`config.mk`:
```
export PLATFORM = sky130hd
export DESIGN_NAME = mux2to1_input
export DESIGN_NICKNAME = d
export VERILOG_FILES = /design/src/rtl/mux2to1_input.sv
export SDC_FILE = /design/constraint.sdc
export NUM_CORES = 1
export LEC_CHECK = 0
export BUFFER_PORTS_ARGS = -buffer_cell sky130_fd_sc_hd__buf_2
export CORE_UTILIZATION = 40
export DETAILED_ROUTE_END_ITERATION = 6
export PLACE_DENSITY = 0.82
export SLEW_MARGIN = 5
export SYNTH_ARGS = -nofsm -noshare
export SYNTH_HDL_FRONTEND = slang
export SYNTH_SLANG_ARGS = --single-unit
```
`constraint.sdc`:
```
create_clock -name clk -period 1.42 [get_ports clk]
set_input_delay 0.426 -clock clk [delete_from_list [all_inputs] [get_ports clk]]
set_output_delay 0.426 -clock clk [all_outputs]
set_load 0.03 [all_outputs]
```
`src/rtl/mux2to1_input.sv`:
```
// Operand-source selector for the adder datapath: picks functional or pin
// operands under one select and registers them so the adder sees flop-driven inputs.
module mux2to1_input #(
  parameter int N = 16
) (
  input  logic         clk,
  input  logic         rst_n,
  input  logic [N-1:0] pin_a,
  input  logic [N-1:0] pin_b,
  input  logic         pin_cin,
  input  logic [N-1:0] a,
  input  logic [N-1:0] b,
  input  logic         cin,
  input  logic         sel,
  output logic [N-1:0] sel_a,
  output logic [N-1:0] sel_b,
  output logic         sel_cin
);

  logic [N-1:0] sel_a_d, sel_a_q;
  logic [N-1:0] sel_b_d, sel_b_q;
  logic         sel_cin_d, sel_cin_q;

  // Single select steers all three lanes together; mixed sourcing is not possible.
  always_comb begin
    sel_a_d   = a;
    sel_b_d   = b;
    sel_cin_d = cin;
    if (sel) begin
      sel_a_d   = pin_a;
      sel_b_d   = pin_b;
      sel_cin_d = pin_cin;
    end else begin
      sel_a_d   = a;
      sel_b_d   = b;
      sel_cin_d = cin;
    end
  end

  // Output flops; reset clears them immediately, without waiting for clk.
  always_ff @(posedge clk or negedge rst_n) begin
    if (!rst_n) begin
      sel_a_q   <= {N{1'b0}};
      sel_b_q   <= {N{1'b0}};
      sel_cin_q <= 1'b0;
    end else begin
      sel_a_q   <= sel_a_d;
      sel_b_q   <= sel_b_d;
      sel_cin_q <= sel_cin_d;
    end
  end

  assign sel_a   = sel_a_q;
  assign sel_b   = sel_b_q;
  assign sel_cin = sel_cin_q;

endmodule

```
**Word-level counts from Yosys, hierarchy flattened**

Cells that the tools add are included.
W data, S select, Z words.

- Bits of input ports: 69
- Logic and storage cells: 6
- Register bits: 33
- Output and inout port bits: 33

- Mux-type cells: 3

Operators with widths:

| kind | count |
|---|---|
| $mux W16 | 2 |
| $mux W1 | 1 |

**Depth between registers and ports, before layout**

- Word-level depth: 1
- Gate-level depth with buffers: 3

**Worst setup path after synthesis**

No wires, ideal clock.

- Path kind: input to register
- From: input port sel
- To: register sel_a_q[0] (netlist: sel_a[0])
- Arrival time: 0.973 ns
- Slack: 0.322 ns
- Library setup time: 0.125 ns
- Cell stages on the path: 3
- Required time: 1.295 ns
- Path through: buf_6 -> buf_12 -> mux2_4

- Cells in the longest elaborated chain, start to end: 1

RTL lines:

| item | RTL line | text |
|---|---|---|
| start, declared | 14 | `input logic sel,` |
| $mux W16 | 29 | `if (sel) begin` |
| net sel_a_d[0] | 20 | `logic [N-1:0] sel_a_d, sel_a_q;` |
| end signal, assigned | 43 | `sel_a_q <= {N{1'b0}};` |
| end signal, assigned | 47 | `sel_a_q <= sel_a_d;` |
| end, declared | 20 |  |

The timed path passes the listed nets, and every way through them passes these cells.

**Worst setup path in the final report**

- From: register sel_b_q[6] (netlist: sel_b[6])
- To: output port sel_b[6]

RTL lines:

| item | RTL line | text |
|---|---|---|
| start, declared | 21 | `logic [N-1:0] sel_b_d, sel_b_q;` |
| start signal, assigned | 44 | `sel_b_q <= {N{1'b0}};` |
| start signal, assigned | 48 | `sel_b_q <= sel_b_d;` |
| end, declared | 16 | `output logic [N-1:0] sel_b,` |

No word-level cell between the ends.

==> key figures <==
Status
  • Status: completed

Yosys
  • Yosys cell types: 5
  • Synth Cell Area: 0.001381 mm^2
  • Cell accounting for the most synthesized area: dfrtp_1
  • Avg Cell Area, Syn: ~20 um^2
  • Syn nets: 139
  • Top cells by area, synth: dfrtp_1 60%, mux2_4 33%, buf_12 4.3%
  • Yosys warning count: 0
  • FF+latch count, synth: 33
  • Share of the synthesized area in the top cell type: between 50% and 60%
  • Post-Synthesis Cells: 70
  • Sequential area share after synthesis: 59.78%

Drt
  • Routed len/inst: 12.72 um
  • Routed wire length: 2837 um
  • Met3 routed WL: 274 um
  • Met2 wire len: about 1500 um
  • DR pass1 iterations: 3
  • Max layer used: met4
  • Initial DRC count: 16
  • Wl on met1: 1047 um
  • Drt drc: 0
  • Vias per cell: 4.372
  • Post-DRT Antenna Nets: 0
  • Via count: 975

Power
  • Leakage Power: 0.001099 uW
  • Total Power: 2010 uW
  • Power per standard cell area: just over 1000 mW/mm^2
  • Max VDD drop: approximately 0.00058 V

Cells and area
  • Commonest non-fill, non-tap cell in the layout: buf_2
  • Post-route cell area: 0.001989 mm^2
  • Fillcell total: 260
  • Final Non-Filler Cells: 223
  • P&R area growth vs syn: 44.02%
  • Number of diodes: 0
  • Fin nets: 247
  • Commonest non-fill, non-tap cells in the layout: 101 x buf_2, 33 x dfrtp_1, 30 x mux2_4
  • Layout cell share with drive strength beyond 1: around four fifths

Global routing
  • Number of antenna violations at the first check in global routing: 0
  • Vias in the first global route: 988
  • Total track usage: 16.70%
  • Total congestion overflow: 0
  • First-pass GRT wire length: 4222 um
  • Largest net degree at the start of global routing: 21

Worst setup path
  • Crit path cell chain: buf_2
  • Crit Path Category: reg -> out
  • Largest stage delay, worst path: approximately 390 ps
  • Worst Path Buf+Inv: 1
  • CP Data Required Time: ~990 ps
  • Largest fanout on the critical path: 1
  • Slowest CP cell: dfrtp_1
  • CP Capture Type: output port
  • Arr. time, crit path: 880 ps
  • Worst path top cell family by delay: flip-flops
  • Crit path launch type: flip-flop

Die
  • I/O pins: a little over 100
  • Die Height: between 60 and 70 um
  • Die width: 60.77 um
  • Core box area: 0.003153 mm^2
  • Full die area: about 0.0037 mm^2
  • Initial Util: 43.81%
  • Row Count: 20

STA
  • Post-route setup TNS: 0 ps
  • Max Fclk: 763.8 MHz
  • Final min period: 1309 ps
  • Tcrit/Tclk final: slightly above 90%
  • Max-slew headroom: 77.29%
  • Final setup violation count: 0
  • RSZ-0062 raised after global routing: no
  • Slew @ Worst Pin: 340.6 ps
  • Final Max Tran Viols: 0
  • Final hold vios: 0
  • Post-route setup slack: approximately 110 ps

Placement
  • Placed Cells: 214
  • Port buffer count: 101
  • Area after DPL: 0.001931 mm^2
  • Routability cong.: 0.7396
  • DP Worst Slack: 206.3 ps

Min path
  • Worst hold path class: in -> reg

Clock tree
  • Postcts setup bufs: 0
  • Root Buffer: clkbuf_4
  • Clock-pin slew on the worst setup and hold paths: roughly 90 ps
  • H-tree depth: 2
  • Hold buffers post-CTS: 1
  • Clock sink count: 33
  • Num CTS Buffers: 5
  • TritonCTS clock tree: built
  • Clock buffer depth: 2
  • Post_cts resized: 0

Flow run
  • MaxCap Viol Count: 0
registers in the layout (all words and copies together), names as in the netlist:
name     flops
sel_cin      1
sel_a       16
sel_b       16
through the flow:
step	hold WS (ps)	util, %
after global routing	297.5	63.10
after CTS	309.3	63.10
after floorplan	130.4	-
final	326.2	63.10
after detailed placement	351.8	61.23
after global placement	338.1	61.23
path summary, 6_finish.rpt:
path,from,endpoint,slack (ps),cells after the start
min in group asynchronous,rst_n,sel_b[14]$_DFF_PN0_,530,2
max in group asynchronous,rst_n,sel_b[6]$_DFF_PN0_,470,3
min,pin_a[8],sel_a[8]$_DFF_PN0_,330,2
max,sel_b[6]$_DFF_PN0_,sel_b[6],110,1
per-layer routing:
| metal | vias up | track usage (%) |
|---|---|---|
| met3 | 5 | 8.102 |
| met4 | 0 | 8.766 |
| met2 | 57 | 27.79 |
| met1 | 456 | 17.50 |
| met5 | - | 0 |
| li1 | 457 | - |
power breakdown:
part,total (uW),switching (uW),leakage [uW],internal [uW]
registers,1030,17.6,0.000385,1010
clock network,480,283,0.0000265,197
logic,504,267,0.000688,237
synth_stat cells:
cell type   n
mux2_2      3
mux2_4     30
buf_12      3
buf_6       1
dfrtp_1    33
logic make-up (layout without fill, tap and decap cells):
| group | count (synthesis) | count (layout) | share of synthesized area, % |
|---|---|---|---|
| DFF | 33 | 33 | 59.78 |
| muxes | 33 | 33 | 35.05 |
| buffers and inverters | 4 | 113 | 5.163 |
layout make-up:
class / count / area, um^2 / share of cell area [%]
multi-input combinational: 33 / 484.2 / 24.34
clock buffer: 8 / 48.80 / 2.453
timing repair buffer: 105 / 575.6 / 28.93
sequential: 33 / 825.8 / 41.51
tap: 44 / 55.05 / 2.767
(Power assumes the default switching activity.)
